**src/rtl/cpu_bus_pkg.sv**
```systemverilog
// Shared definitions for the CPU external-bus sequencer: FSM states,
// access size codes and the size-to-beat-count helper.
package cpu_bus_pkg;

    typedef enum logic [1:0] {
        ST_IDLE   = 2'd0,
        ST_SETUP  = 2'd1,
        ST_STROBE = 2'd2,
        ST_DONE   = 2'd3
    } state_e;

    typedef enum logic [1:0] {
        SZ_8   = 2'd0,
        SZ_16  = 2'd1,
        SZ_32  = 2'd2,
        SZ_BAD = 2'd3
    } size_e;

    // Number of byte beats for a size code; 0 marks an illegal code.
    function automatic logic [2:0] beats_from_size(input logic [1:0] sz);
        case (size_e'(sz))
            SZ_8:    return 3'd1;
            SZ_16:   return 3'd2;
            SZ_32:   return 3'd4;
            default: return 3'd0;
        endcase
    endfunction

endpackage

```
**src/rtl/cpu_bus_addr_gen.sv**
```systemverilog
// Beat address generator: base + k, either linear over the full address
// or wrapping inside a 2^WRAP_BITS page (6502 page-wrap behaviour).
module cpu_bus_addr_gen #(
    parameter int ADDR_W    = 32,
    parameter int WRAP_BITS = 8
) (
    input  logic [ADDR_W-1:0] base_i,
    input  logic [2:0]        k_i,
    input  logic              wrap_i,
    output logic [ADDR_W-1:0] addr_o
);

    logic [ADDR_W-1:0]    lin_addr;
    logic [WRAP_BITS-1:0] low_addr;

    assign lin_addr = base_i + ADDR_W'(k_i);
    assign low_addr = base_i[WRAP_BITS-1:0] + WRAP_BITS'(k_i);
    assign addr_o   = wrap_i ? {base_i[ADDR_W-1:WRAP_BITS], low_addr} : lin_addr;

endmodule

```
**src/rtl/cpu_bus_master.sv**
```systemverilog
// External-bus sequencer: splits one 1/2/4-byte core access into
// little-endian byte beats (SETUP then STROBE per beat), waits on the bus
// ready with an optional timeout, and assembles read data.
module cpu_bus_master
    import cpu_bus_pkg::*;
#(
    parameter int ADDR_W    = 32,
    parameter int DATA_W    = 32,
    parameter int BUS_W     = 8,
    parameter int TIMEOUT   = 255,
    parameter int WRAP_BITS = 8
) (
    input  logic              i_cpu_clk,
    input  logic              i_rst,
    input  logic              i_req,
    input  logic              i_we,
    input  logic [1:0]        i_size,
    input  logic              i_wrap,
    input  logic [ADDR_W-1:0] i_addr,
    input  logic [DATA_W-1:0] i_wdata,
    output logic              o_busy,
    output logic              o_done,
    output logic              o_err,
    output logic [DATA_W-1:0] o_rdata,
    output logic              o_bus_clk,
    output logic              o_bus_we,
    output logic [ADDR_W-1:0] o_bus_addr,
    output logic [BUS_W-1:0]  o_bus_data,
    input  logic [BUS_W-1:0]  i_bus_data,
    input  logic              i_bus_data_ready
);

    localparam int NB = DATA_W / BUS_W;
    localparam int TW = (TIMEOUT < 2) ? 1 : $clog2(TIMEOUT + 1);

    state_e            state_q;
    logic              we_q, wrap_q;
    logic [ADDR_W-1:0] addr_q;
    logic [DATA_W-1:0] wdata_q;     // remaining write bytes, shifted down per beat
    logic [2:0]        beats_q, k_q;
    logic [TW-1:0]     tcnt_q;
    logic              busy_q, done_q, err_q, bus_clk_q, bus_we_q;
    logic [DATA_W-1:0] rdata_q;
    logic [ADDR_W-1:0] bus_addr_q;
    logic [BUS_W-1:0]  bus_data_q;

    logic              can_accept;
    logic [2:0]        beats_d;
    logic              size_bad;
    logic [ADDR_W-1:0] base_d;
    logic [2:0]        k_d;
    logic              wrap_d;
    logic [ADDR_W-1:0] beat_addr;
    logic              tmo_hit;

    assign can_accept = (state_q == ST_IDLE) || (state_q == ST_DONE);
    assign beats_d    = beats_from_size(i_size);
    assign size_bad   = (beats_d == 3'd0) || (int'(beats_d) > NB);
    assign tmo_hit    = (TIMEOUT != 0) && (tcnt_q == TW'(TIMEOUT - 1));

    // Address of the next SETUP beat: beat 0 of a new request, or k+1 of the current one.
    always_comb begin
        base_d = addr_q;
        k_d    = k_q + 3'd1;
        wrap_d = wrap_q;
        if (can_accept) begin
            base_d = i_addr;
            k_d    = 3'd0;
            wrap_d = i_wrap;
        end
    end

    cpu_bus_addr_gen #(
        .ADDR_W   (ADDR_W),
        .WRAP_BITS(WRAP_BITS)
    ) u_addr_gen (
        .base_i(base_d),
        .k_i   (k_d),
        .wrap_i(wrap_d),
        .addr_o(beat_addr)
    );

    // Sequencer FSM with all bus/core outputs registered.
    always_ff @(posedge i_cpu_clk or posedge i_rst) begin
        if (i_rst) begin
            state_q    <= ST_IDLE;
            we_q       <= 1'b0;
            wrap_q     <= 1'b0;
            addr_q     <= '0;
            wdata_q    <= '0;
            beats_q    <= '0;
            k_q        <= '0;
            tcnt_q     <= '0;
            busy_q     <= 1'b0;
            done_q     <= 1'b0;
            err_q      <= 1'b0;
            bus_clk_q  <= 1'b0;
            bus_we_q   <= 1'b0;
            rdata_q    <= '0;
            bus_addr_q <= '0;
            bus_data_q <= '0;
        end else begin
            done_q <= 1'b0;
            case (state_q)
                ST_IDLE, ST_DONE: begin
                    busy_q    <= 1'b0;
                    bus_clk_q <= 1'b0;
                    err_q     <= 1'b0;
                    state_q   <= ST_IDLE;
                    if (i_req) begin
                        we_q    <= i_we;
                        wrap_q  <= i_wrap;
                        addr_q  <= i_addr;
                        beats_q <= beats_d;
                        k_q     <= 3'd0;
                        tcnt_q  <= '0;
                        rdata_q <= '0;
                        if (size_bad) begin
                            // Illegal size completes immediately with no bus cycle.
                            state_q <= ST_DONE;
                            done_q  <= 1'b1;
                            err_q   <= 1'b1;
                        end else begin
                            state_q    <= ST_SETUP;
                            busy_q     <= 1'b1;
                            bus_we_q   <= i_we;
                            bus_addr_q <= beat_addr;
                            bus_data_q <= i_we ? i_wdata[BUS_W-1:0] : '0;
                            wdata_q    <= i_wdata >> BUS_W;
                        end
                    end
                end
                ST_SETUP: begin
                    state_q   <= ST_STROBE;
                    bus_clk_q <= 1'b1;
                    tcnt_q    <= '0;
                end
                ST_STROBE: begin
                    if (i_bus_data_ready) begin
                        if (!we_q)
                            rdata_q[int'(k_q)*BUS_W +: BUS_W] <= i_bus_data;
                        bus_clk_q <= 1'b0;
                        if ((k_q + 3'd1) < beats_q) begin
                            state_q    <= ST_SETUP;
                            k_q        <= k_q + 3'd1;
                            bus_addr_q <= beat_addr;
                            bus_data_q <= we_q ? wdata_q[BUS_W-1:0] : '0;
                            wdata_q    <= wdata_q >> BUS_W;
                        end else begin
                            state_q <= ST_DONE;
                            done_q  <= 1'b1;
                            err_q   <= 1'b0;
                            busy_q  <= 1'b0;
                        end
                    end else if (tmo_hit) begin
                        // Give up on this beat; bytes captured so far stay in rdata.
                        state_q   <= ST_DONE;
                        done_q    <= 1'b1;
                        err_q     <= 1'b1;
                        busy_q    <= 1'b0;
                        bus_clk_q <= 1'b0;
                    end else begin
                        tcnt_q <= tcnt_q + TW'(1);
                    end
                end
                default: state_q <= ST_IDLE;
            endcase
        end
    end

    assign o_busy     = busy_q;
    assign o_done     = done_q;
    assign o_err      = err_q;
    assign o_rdata    = rdata_q;
    assign o_bus_clk  = bus_clk_q;
    assign o_bus_we   = bus_we_q;
    assign o_bus_addr = bus_addr_q;
    assign o_bus_data = bus_data_q;

endmodule
```
**config.mk**
```make
export PLATFORM = sky130hd
export DESIGN_NAME = cpu_bus_master
export DESIGN_NICKNAME = d
export VERILOG_FILES = /design/src/rtl/cpu_bus_pkg.sv /design/src/rtl/cpu_bus_addr_gen.sv /design/src/rtl/cpu_bus_master.sv
export SDC_FILE = /design/constraint.sdc
export NUM_CORES = 1
export LEC_CHECK = 0
export CAP_MARGIN = 20
export CORE_MARGIN = 4
export CORE_UTILIZATION = 54
export CTS_BUF_LIST = sky130_fd_sc_hd__clkbuf_4 sky130_fd_sc_hd__clkbuf_8
export CTS_CLUSTER_SIZE = 12
export DETAILED_ROUTE_END_ITERATION = 12
export MAX_ROUTING_LAYER = met4
export PLACE_DENSITY_LB_ADDON = 0.05
export SYNTH_ARGS = -nofsm -noshare
export SYNTH_HDL_FRONTEND = slang
export SYNTH_SLANG_ARGS = --single-unit
```
**constraint.sdc**
```tcl
create_clock -name i_cpu_clk -period 7.45 [get_ports i_cpu_clk]
set_clock_uncertainty 0.2 [all_clocks]
set_input_delay 1.8625 -clock i_cpu_clk [delete_from_list [all_inputs] [get_ports i_cpu_clk]]
set_output_delay 1.8625 -clock i_cpu_clk [all_outputs]
set_load 0.05 [all_outputs]
```
After elaboration in Yosys (flattened, before gate mapping)
Index checks and enable logic that the tools add are counted.
W data, S select, Z words.
Cells by class
  add/subtract/negate cells: 5
  order comparisons: 2
  equal/unequal tests: 15
  shifts and indexed selects: 2
  mux-type cells: 58
  bitwise logic cells: 1
  reductions and logical operators: 14
Operator list (number)
  $mux W32: 13
  $pmux W32 S2: 3
  $mux W8: 9
  $neg A6 Y33: 1
  $shift A8 B33 Y32 const A: 1
  $shiftx A8 B33 Y32: 1
  $add A32 B3 Y32: 1
  $bwmux W32: 1
  $pmux W8 S3: 1
  $pmux W8 S2: 1
  $mux W1: 14
  $ne A2 B2 Y1 const B: 7
  $mux W3: 4
  $mux W2: 5
  $pmux W3 S3: 1
  $reduce_and A3 Y1: 3
  $add A8 B1 Y8 const B: 1
  $add A8 B3 Y8: 1
  $eq A8 B8 Y1 const B: 1
  $reduce_and A4 Y1: 2
  $eq A2 B2 Y1 const B: 3
  $ne A3 B3 Y1 const B: 2
  $pmux W1 S2: 3
  $pmux W2 S3: 1
  14 further kinds: 17
Word-level totals
  register bits: 159
  bits of input ports: 80
  output and inout port bits: 77
  logic and storage cells: 113

Logic depth before layout (Yosys ltp)
  word-level depth: 8
  depth in mapped cells: 14
  depth with buffers taken out: 10

Cells and area by module
A second synthesis with hierarchy kept.
Unflattened totals
  cells, all modules: 652
  area, all modules: 7759.9 um^2
By module, submodules not included
  cpu_bus_master: instances 1, cells an instance 552, area each 7015.5 um^2, sequential area each 3778.6 um^2
  cpu_bus_addr_gen: instances 1, cells an instance 100, area each 744.5 um^2, sequential area each 0.0 um^2

Worst setup path before layout
OpenSTA, ideal clock, no wires.
  kind: input -> register
  start: input port i_addr[2]
  end: register bus_addr_q[25], in the netlist o_bus_addr[25]
  setup time: 0.092 ns
  arrival: 3.684 ns
  required time: 7.158 ns
  slack: 3.474 ns
  cell stages on the path: 7
  buffers on the path: 0
  path through: mux2_2 -> ha_1 -> a21oi_1 -> a22oi_2 -> nand4b_2 -> o31a_1 -> o31ai_2
Between the ends
  longest elaborated chain between the ends: 6
  elaborated cells between the ends (all ways): 8
  classes of those cells: 1 x add/sub; 7 x mux
Ends and longest elaborated chain
  start: declaration: RTL line cpu_bus_master.sv:19  | input logic [ADDR_W-1:0] i_addr,
  $mux W32 (*): RTL line cpu_bus_master.sv:66  | if (can_accept) begin
  $add A32 B3 Y32 (*): RTL line cpu_bus_addr_gen.sv:16  | assign lin_addr = base_i + ADDR_W'(k_i);
  $mux W32 (*): RTL line cpu_bus_addr_gen.sv:18  | assign addr_o = wrap_i ? {base_i[ADDR_W-1:WRAP_BITS], low_addr} : lin_addr;
  $mux W32, on equally long branches: RTL line cpu_bus_master.sv:143, cpu_bus_master.sv:118
  $mux W32, on equally long branches: RTL line cpu_bus_master.sv:139, cpu_bus_master.sv:110
  $pmux W32 S2 (*): RTL line cpu_bus_master.sv:104  | case (state_q)
  end signal: assignment: RTL line cpu_bus_master.sv:127  | bus_addr_q <= beat_addr;
  end signal: assignment: RTL line cpu_bus_master.sv:146  | bus_addr_q <= beat_addr;
  end: declaration: RTL line cpu_bus_master.sv:44  | logic [ADDR_W-1:0] bus_addr_q;
Every way passes the cells marked *; elsewhere a longest branch is shown, timed or not. The select of a mux whose other input is x is not followed.
A chain may end at the register's enable or synchronous reset.

Worst setup path after layout
  start: input port i_bus_data_ready
  end: register bus_addr_q[26], in the netlist o_bus_addr[26]
Between the ends
  longest elaborated chain between the ends: 2
Ends and longest elaborated chain
  start: declaration: RTL line cpu_bus_master.sv:30  | input logic i_bus_data_ready
  $ne A2 B2 Y1 (no line)
  $reduce_and A5 Y1 (no line)
No other way between the ends.

==> metrics.md <==
| Metric | Value |
|---|---|
| Crit path required time | `about 7.6 ns` |
| Max-slew violation count | `0` |
| Via density | `just under 6` |
| Switching pwr | `approximately 1900 uW` |
| Layout Area Growth over Synthesis | `27.1%` |
| Met1 Use GR | `0.309` |
| WP data arrival | `around 4.9 ns` |
| Fin crit period | `approximately 4.7 ns` |
| Yosys top cell area share | `0.490` |
| Cell Area, Synth | `approximately 7700 um2` |
| Asr flop ratio synth | `1.00` |
| Final setup viols | `0` |
| Root buf cell | `clkbuf_8` |
| Largest net degree at the start of global routing | `111` |
| DP HPWL | `~14000 um` |
| Max clock buf depth | `2` |
| Post-synthesis net count | `between 800 and 900` |
| # nets final | `roughly 960` |
| CTS Hold Bufs | `0` |
| Period utilization | `0.626` |
| # Post-CTS Setup Buffers | `0` |
| Post-synth top cells | `dfrtp_1 (151), nand2_1 (85), o21ai_0 (52)` |
| Final hold vios | `0` |
| DR WL/cell | `approximately 18 um` |
| CORE AREA | `13900 um2` |
| Initial Util | `0.553` |
| Final antenna-violating net count | `0` |
| Peak supply drop | `approximately 0.37 mV` |
| Fraction of final layout cells sized beyond drive strength 1 | `0.109` |
| Die W | `about 130 um` |
| Crit end category | `flop` |
| Storage cell area | `3780 um2` |
| Synth area leaders | `dfrtp_1 (49%), mux2_2 (6.0%), mux2i_1 (6.0%), a22o_1 (4.7%), nand2_1 (4.1%)` |
| Status | `completed` |
| Met3 usage | `0.0477` |
| Synth area leader | `dfrtp_1` |
| Internal power | `2360 uW` |
| Worst Hold Path Cells | `2` |
| Post-CTS Resized | `0` |
| Clock latency on the worst-skew pair | `around 0.45 ns` |
| Simple-gate share of the synthesized area | `0.153` |
| Clock-pin slew on the worst setup and hold paths | `roughly 0.08 ns` |
| Sequential share of the synthesized area | `0.490` |
| H-tree Lvls | `4` |
| DRT iter0 DRCs | `roughly 460` |
| Lkg Pwr | `~0.0042 uW` |
| Worst R2R End | `o_bus_addr[25]` |
| Synth Area in Compound Gates | `0.158` |
| Clock Sinks | `approximately 150` |
| Post-synthesis adder-cell area fraction | `0.0237` |
| Hold WC Path Type | `flop to flop` |
| R2R Setup Slk | `~3.2 ns` |
| Worst setup SP type | `input port` |
| Seq pwr share | `0.316` |
| Worst Hold End | `o_bus_addr[10]` |
| First-pass GRT wire length | `around 31000 um` |
| Wirelength, routed | `around 19000 um` |
| Antenna Cells | `0` |
| DRT Pass-1 Iters | `5` |
| Post-synth EDFFs | `0` |
| # fillers | `roughly 1000` |
| Cell variety after synth | `62` |
| Port Buffers | `156` |
| Residual DRC | `0` |
| RSZ-0062 raised after global routing | `no` |
| Post-route design area | `approximately 9800 um2` |
| Measured slew at the worst slew-check pin | `between 1 and 1.5 ns` |
| Fmax | `around 0.21 GHz` |
| XOR/XNOR share of the synthesized area | `0.0284` |
| Reg2Reg Depth | `10` |
| Total power | `approximately 4200 uW` |
| WHS | `~0.28 ns` |
| Gr usage total | `0.246` |
| CTS tree | `built` |
| Hold path startpoint | `o_bus_addr[10]` |
| Largest family of logic cells by synthesized area | `compound AO/OA/AOI/OAI gates` |
| Syn Area/Cell | `10.7 um2` |
| FF-to-FF Start | `state_q[0]` |
| Most Crowded Layer GR | `met2` |
| Power per Cell Area | `around 430 nW/um2` |
| Post-Syn Instances | `718` |
| Routability congestion estimate | `0.873` |
| Sw frac | `0.442` |
| Max cap viols | `0` |
| Vias | `~6200` |
| Antenna violations before repair | `0` |
| Full die area | `between 15000 and 20000 um2` |
| Met2 usage | `0.402` |
| Top-count cell post-synth | `dfrtp_1` |
| CP Class | `input port to flop` |
| Placed cell areas | `between 9000 and 10000 um2` |
| Yosys warning total | `0` |
| Sum Neg Setup Slack | `0 ns` |
| Grt ovf | `0` |
| Row cnt | `43` |
| Clock share of power | `0.157` |
| Num CTS Buffers | `17` |
| Num ports | `around 160` |
| Die H | `roughly 130 um` |
| Synth Register Bits | `around 150` |
| Vias in the first global route | `6132` |
| Area taken by multi-input logic gates | `between 3000 and 4000 um2` |
| Post-synthesis mux area share | `0.120` |
| Combinational Power Share | `0.527` |
| Most common flop cell mapped by yosys | `dfrtp_1` |
| Slew HR | `0.310` |
| Critical Path Fanout Max | `110` |
## kinds of logic (layout without fill, tap and decap cells)
kind of cell               count (synthesis)  in the layout
buffers and inverters                     47            202
DFF                                      151            151
xor gates and xnor gates                  25             25
and+or+nand+nor                          228            228
muxes                                     87             87
adders and majority gates                 14             14
AOI/OAI and AO/OA                        166            166
## power groups by stage
| stage | combinational (uW) | sequential, uW | clock (uW) |
|---|---|---|---|
| 2_1_floorplan | 1240 | 1740 | 0 |
| 3_3_place_gp | 2180 | 1340 | 0 |
| 3_5_place_dp | 2230 | 1350 | 0 |
| 4_1_cts | 2240 | 1340 | 680 |
| 5_1_grt | 2410 | 1380 | 713 |
| 6_report | 2230 | 1340 | 665 |
## registers in the layout (all words and copies together) (netlist names)
name        cells
addr_q         32
beats_q         3
k_q             3
o_bus_addr     32
o_bus_clk       1
o_bus_data      8
o_bus_we        1
o_busy          1
o_done          1
o_err           1
o_rdata        32
state_q         2
tcnt_q          8
wdata_q        24
we_q            1
wrap_q          1
## worst max path at each step
stage | from | endpoint | slack, ns | cells past startpoint
3_5_place_dp | i_bus_data_ready | o_bus_data[2] | 2.38 | 6
5_1_grt | i_bus_data_ready | o_bus_data[2] | 2.61 | 6
2_1_floorplan | i_rst | addr_q[0] | 1.32 | 1
6_report | i_bus_data_ready | o_bus_addr[26] | 2.78 | 6
4_1_cts | i_bus_data_ready | o_bus_data[2] | 2.86 | 6
3_3_place_gp | i_bus_data_ready | o_bus_data[7] | 2.59 | 6
## metrics by stage
step / util / setup WS, ns / cells
4_1_cts: 0.703 / 2.86 / 1053
5_1_grt: 0.703 / 2.61 / 1053
3_3_place_gp: 0.673 / 2.59 / 1022
3_5_place_dp: 0.673 / 2.38 / 1022
2_1_floorplan: - / 1.32 / 718
6_report: 0.703 / 2.78 / 1053
## layer usage
| metal | vias to the layer above | routed length (um) |
|---|---|---|
| li1 | 2948 | - |
| met1 | 2995 | 8150 |
| met2 | 189 | 9670 |
| met3 | 22 | 1020 |
| met4 | 0 | 344 |
| met5 | - | 0 |
## layout make-up
type,instances,area share
tap,180,0.0230
inverter,13,0.00549
multi-input combinational,520,0.382
clock buffer,24,0.0305
timing repair buffer,158,0.161
sequential,151,0.386
clock inverter,7,0.0123
## critical path: stages
cell and delay (ns):
clkdlybuf4s50_1 0.57, or3b_2 0.50, o221ai_1 0.53, nand2_4 0.71, nor4_1 0.49, a211o_1 0.14
## layout by cell type, fill, tap and decap left out, types with 10 or more instances in the layout
cell / count
nand2_1: 84
a22o_1: 41
ha_1: 12
nand3b_1: 13
mux2_2: 41
nand4_1: 14
clkdlybuf4s50_1: 156
nand2b_1: 10
o21ai_0: 52
inv_1: 12
xnor2_1: 19
clkbuf_8: 19
nand3_1: 29
dfrtp_1: 151
nor2_1: 33
a21oi_1: 10
mux2i_1: 46
(Power assumes the default switching activity.)
